--- src/rtl/mips_rf_pkg.sv ---
// mips_rf_pkg: shared constants and types for the MIPS general-purpose register file.
//   DATA_W   - register width in bits
//   NUM_REGS - number of architectural registers
//   ADDR_W   - register index width (2**ADDR_W == NUM_REGS)
//   ZERO_REG - index of the hard-wired zero register
package mips_rf_pkg;

    localparam int DATA_W   = 32;
    localparam int NUM_REGS = 32;
    localparam int ADDR_W   = 5;
    localparam int ZERO_REG = 0;

    typedef logic [ADDR_W-1:0] reg_addr_t;
    typedef logic [DATA_W-1:0] reg_data_t;

endpackage

--- src/rtl/rf_read_port.sv ---
// rf_read_port: one registered read port of the MIPS register file.
// Selects the operand for this port (zero register forced to 0, optional
// write-before-read forwarding) and captures it into the output register
// whenever rd_en is high; holds the value otherwise (stall).
//
// Configuration macro: RF_BYPASS_EN
//   defined   - a same-edge write to the addressed register is forwarded
//   undefined - the port captures the stored (old) value
//
// Ports:
//   clk, reset  - clock, asynchronous active-high reset
//   rd_en       - load the output register at this edge
//   addr        - register index read by this port
//   entry_data  - stored value of the register at addr
//   wr_en, wr_addr, wr_data - write port, used only for forwarding
//   data        - registered operand
module rf_read_port
    import mips_rf_pkg::*;
#(
    parameter int DATA_W = mips_rf_pkg::DATA_W,
    parameter int ADDR_W = mips_rf_pkg::ADDR_W
) (
    input  logic              clk,
    input  logic              reset,
    input  logic              rd_en,
    input  logic [ADDR_W-1:0] addr,
    input  logic [DATA_W-1:0] entry_data,
    input  logic              wr_en,
    input  logic [ADDR_W-1:0] wr_addr,
    input  logic [DATA_W-1:0] wr_data,
    output logic [DATA_W-1:0] data
);

    logic [DATA_W-1:0] data_next;
    logic [DATA_W-1:0] data_reg;

`ifdef RF_BYPASS_EN
    logic bypass_hit;

    // Forward only for a real write to a non-zero register at this port's address.
    assign bypass_hit = wr_en && (wr_addr == addr);

    always_comb begin
        data_next = entry_data;
        if (addr == ADDR_W'(ZERO_REG)) begin
            data_next = '0;
        end else if (bypass_hit) begin
            data_next = wr_data;
        end
    end
`else
    // Without forwarding the write port does not influence this read port.
    logic unused_bypass_inputs;
    assign unused_bypass_inputs = ^{wr_en, wr_addr, wr_data};

    always_comb begin
        data_next = entry_data;
        if (addr == ADDR_W'(ZERO_REG)) begin
            data_next = '0;
        end
    end
`endif

    always_ff @(posedge clk or posedge reset) begin
        if (reset) begin
            data_reg <= '0;
        end else if (rd_en) begin
            data_reg <= data_next;
        end
    end

    assign data = data_reg;

endmodule

--- src/rtl/mips_reg_file.sv ---
// mips_reg_file: 32 x 32 general-purpose register file for the MIPS datapath.
// One synchronous write port, two registered read ports (rs, rt) with a
// shared rd_valid flag. Register 0 is never written and always reads 0.
// All outputs come straight from flops; reset clears storage and outputs
// asynchronously.
//
// Configuration macro: RF_BYPASS_EN (same-edge write-to-read forwarding,
// implemented inside rf_read_port).
//
// Ports:
//   clk, reset        - clock, asynchronous active-high reset
//   rd_en             - read request, samples rs_addr / rt_addr
//   rs_addr, rt_addr  - source register indices
//   rs_data, rt_data  - registered operands
//   rd_valid          - high for one cycle after each accepted read
//   wr_en, wr_addr, wr_data - write port
module mips_reg_file
    import mips_rf_pkg::*;
#(
    parameter int DATA_W   = mips_rf_pkg::DATA_W,
    parameter int NUM_REGS = mips_rf_pkg::NUM_REGS,
    parameter int ADDR_W   = mips_rf_pkg::ADDR_W
) (
    input  logic              clk,
    input  logic              reset,
    input  logic              rd_en,
    input  logic [ADDR_W-1:0] rs_addr,
    input  logic [ADDR_W-1:0] rt_addr,
    output logic [DATA_W-1:0] rs_data,
    output logic [DATA_W-1:0] rt_data,
    output logic              rd_valid,
    input  logic              wr_en,
    input  logic [ADDR_W-1:0] wr_addr,
    input  logic [DATA_W-1:0] wr_data
);

    localparam int NUM_PORTS = 2;

    logic [DATA_W-1:0] regs_reg [NUM_REGS];
    logic              rd_valid_reg;

    logic [ADDR_W-1:0] port_addr [NUM_PORTS];
    logic [DATA_W-1:0] port_data [NUM_PORTS];

    // Storage. Entry 0 is cleared by reset and never written, so it stays 0.
    always_ff @(posedge clk or posedge reset) begin
        if (reset) begin
            for (int i = 0; i < NUM_REGS; i++) begin
                regs_reg[i] <= '0;
            end
        end else if (wr_en && (wr_addr != ADDR_W'(ZERO_REG))) begin
            regs_reg[wr_addr] <= wr_data;
        end
    end

    always_ff @(posedge clk or posedge reset) begin
        if (reset) begin
            rd_valid_reg <= 1'b0;
        end else begin
            rd_valid_reg <= rd_en;
        end
    end

    assign port_addr[0] = rs_addr;
    assign port_addr[1] = rt_addr;

    generate
        for (genvar gi = 0; gi < NUM_PORTS; gi++) begin : g_read_port
            rf_read_port #(
                .DATA_W (DATA_W),
                .ADDR_W (ADDR_W)
            ) u_read_port (
                .clk        (clk),
                .reset      (reset),
                .rd_en      (rd_en),
                .addr       (port_addr[gi]),
                .entry_data (regs_reg[port_addr[gi]]),
                .wr_en      (wr_en),
                .wr_addr    (wr_addr),
                .wr_data    (wr_data),
                .data       (port_data[gi])
            );
        end
    endgenerate

    assign rs_data  = port_data[0];
    assign rt_data  = port_data[1];
    assign rd_valid = rd_valid_reg;

endmodule
--- config.mk ---
export PLATFORM = sky130hd
export DESIGN_NAME = mips_reg_file
export DESIGN_NICKNAME = d
export VERILOG_FILES = /design/src/rtl/mips_rf_pkg.sv /design/src/rtl/rf_read_port.sv /design/src/rtl/mips_reg_file.sv
export SDC_FILE = /design/constraint.sdc
export NUM_CORES = 2
export LEC_CHECK = 0
export CAP_MARGIN = 20
export CELL_PAD_IN_SITES_DETAIL_PLACEMENT = 0
export CELL_PAD_IN_SITES_GLOBAL_PLACEMENT = 2
export CORE_AREA = 2 2 311 466
export DETAILED_ROUTE_END_ITERATION = 16
export DIE_AREA = 0 0 313 468
export DONT_BUFFER_PORTS = 1
export PLACE_DENSITY = 0.76
export SLEW_MARGIN = 25
export SYNTH_ARGS = -nofsm -noshare
export SYNTH_HDL_FRONTEND = slang
export SYNTH_SLANG_ARGS = --single-unit
--- constraint.sdc ---
create_clock -name clk -period 47.9 [get_ports clk]
set_clock_uncertainty 0.1 [all_clocks]
set_input_delay 7.185 -clock clk [delete_from_list [all_inputs] [get_ports clk]]
set_output_delay 7.185 -clock clk [all_outputs]
set_load 0.1 [all_outputs]
==> summary.txt <==
Run status
  • Status: finished, violations left
  • Failing checks: max-slew violations

Finish
  • Most common cell after layout, fill and taps aside: dfrtp_1
  • Final instance area: 61,900 µm²
  • Multi-input gate area: 27,800 µm²
  • Register area: 27,300 µm²
  • Fillcell total: 12,900
  • Area grow syn2layout: 9.19%
  • Layout cells sized above 1: 0.441
  • Nets: 3,800
  • Most frequent cells in the layout: dfrtp_1 (1,078), mux2_2 (1,056), mux2i_1 (378), mux4_2 (324), nor2_1 (127)
  • Max FFs per register: 1,024

Min path
  • Hold EP: regs_reg[1018]
  • Hold Path Origin: regs_reg[1018]
  • Hold depth: 0
  • Hold Crit Class: flip-flop to flip-flop

GRT
  • Vias in the first global route: 37,800
  • Total track usage: 0.252
  • Total gr overflow: 0
  • Largest net degree at the start of global routing: 349
  • Initial antenna violation count: 4
  • First-pass GRT wire length: 269,000 µm

CTS
  • CTS H-tree lvls: 3
  • Number of hold buffers added after CTS: 0
  • Num CTS Buffers: 111
  • # clock sinks: 1,089
  • Longest Clk Path Bufs: 3
  • Post-CTS setup repair buffer count: 0
  • Worst skew pair latency: 0.74 ns
  • Worst-path clk slew: 0.06 ns
  • Post-CTS resize count: 0
  • CTS Root Cell: clkbuf_16
  • CTS tree: built

Die
  • I/O pins: 116
  • Die height: 468 µm
  • Core area: 143,000 µm²
  • Row cnt: 170
  • Starting density of the core: 0.397
  • Die span in x: 313 µm
  • Die area: 146,000 µm²

Synthesis
  • Synth Area in Adders: 0
  • Synth unique cells: 38
  • Post-Synthesis Cell Area: 56,700 µm²
  • Sequential share of the synthesized area: 0.481
  • Syn nets: 4,055
  • Mapped Cells: 4,004
  • XOR/XNOR share of the synthesized area: 0
  • Synthesized flop and latch total: 1,089
  • Largest family of logic cells by synthesized area: multiplexers
  • YS warnings: 0
  • Main flop type after synthesis: dfrtp_1
  • Synth Area in Compound Gates: 0.0479
  • Avg Cell Area, Syn: 14.1 µm²
  • Async SR Flop Fraction: 1.00
  • Post-synthesis simple-gate area fraction: 0.0319
  • Number of synthesized flops with an enable pin: 0
  • Multiplexer share of the synthesized area: 0.405

Route
  • Met2 WL: 90,500 µm
  • Total number of vias: 35,600
  • Met1 WL: 76,600 µm
  • Pre-Repair DR Iteration Count: 5
  • Wire per inst: 32.0 µm
  • Routed met3 length: 10,200 µm
  • Via-per-instance ratio: 6.20
  • DRC Markers: 0
  • Starting DRC count in detailed routing: 2,514
  • ANT nets after route: 0
  • DRT Wirelength: 184,000 µm
  • Top Metal Used: met4

Placed design
  • Post-DP HPWL: 98,100 µm
  • RD Place Congestion: 0.772
  • Port Buffers: 0
  • Post-Place Cell Area: 58,000 µm²

Power
  • LEAKAGE: 26.8 nW
  • Peak VDD IR: 28.7 µV
  • PwrDens: 42.3 nW/µm²
  • Overall Power: 0.00261 W

Critical path
  • Family with the most delay on the worst path: simple AND/OR/NAND/NOR gates
  • WP buf/inv: 1
  • CP Data Arrival Time: 10.73 ns
  • CP endpoint kind: flip-flop
  • Slowest cell on crit path: or4_1
  • Crit-path max cell delay: 1.04 ns
  • Crit path cell chain: or4_1 > o21ai_4 > buf_4 > or4_1 > a21oi_1
  • Crit-path most repeated cell: or4_1
  • R2r endpoint: g_read_port[1].u_read_port.data[11]
  • Worst EP required: 48.40 ns
  • Crit path max fanout: 348
  • WS Path Type: input port to flip-flop
  • Reg2reg setup slack: 45.43 ns
  • R2R depth: 4
  • R2R Path Start: g_read_port[1].u_read_port.data[11]
  • Crit start category: input port

STA
  • Slew margin rel.: -0.198
  • Least-Margin Pin Slew: 1.80 ns
  • Unrepaired setup endpoints after global routing: false
  • Setup Viol. Count Final: 0
  • Final Hold Vio Count: 0
  • Setup_tns: 0 ns
  • FMAX: 0.0978 GHz
  • Minimum clock period: 10.23 ns
  • Slew Viols, Final: 109
  • Fin crit share: 0.214

Flow run
  • Max-cap violations: 0
-- stage by stage --
stage	hold slack, ns	util	setup WS, ns	cells
after floorplan	0.349	-	9.96	4004
after global placement	0.284	0.406	36.36	5526
after detailed placement	0.288	0.406	36.32	5526
after CTS	0.301	0.433	37.09	5733
after global routing	0.315	0.433	37.21	5736
final	0.299	0.433	37.67	5738
-- metal layers --
layer	global-route usage	up-vias
met5	0	-
met4	0.0900	0
met3	0.0422	279
met2	0.426	933
met1	0.326	19600
li1	-	14700
-- power breakdown --
group,switching [W],internal (W)
clock network,0.000383,0.000538
registers,0.000165,0.00109
logic,0.000159,0.000280
total,0.000706,0.00191
-- final cells by class --
class | instances | area share
multi-input cells | 2474 | 0.449
clock inverters | 37 | 0.00740
diodes | 3 | 0.000121
repair buffers | 70 | 0.00928
well taps | 1892 | 0.0383
clock buffers | 170 | 0.0547
inverters | 3 | 0.000303
flip-flops and latches | 1089 | 0.441
-- cells in the mapped netlist, types with 64 or more instances --
master     number  area (µm²)
clkbuf_1      283        1060
nor2_1        143         537
buf_2          69         345
mux2_2       1056       11900
mux2i_1       378        3780
mux4_2        324        7300
nand2b_1       66         413
dfrtp_1      1089       27300
o22ai_1       124         776
or4_1          64         480
a2111oi_0      66         578
-- cell families after synthesis --
kind of cell / after synthesis
simple gates: 334
flops: 1089
mux: 1758
compound gates: 382
buf+inv: 441
-- worst max path at each step --
stage	slack, ns	startpoint	end	cells after the start
after detailed placement	36.32	reset	regs_reg[293]	5
after CTS	37.09	reset	regs_reg[293]	5
after floorplan	9.96	reset	g_read_port[0].u_read_port.data[0]	1
after global placement	36.36	reset	regs_reg[293]	5
final	37.67	rs_addr[1]	g_read_port[0].u_read_port.data[6]	5
after global routing	37.21	reset	regs_reg[293]	5
No activity file was read; power rests on OpenSTA's default activity.
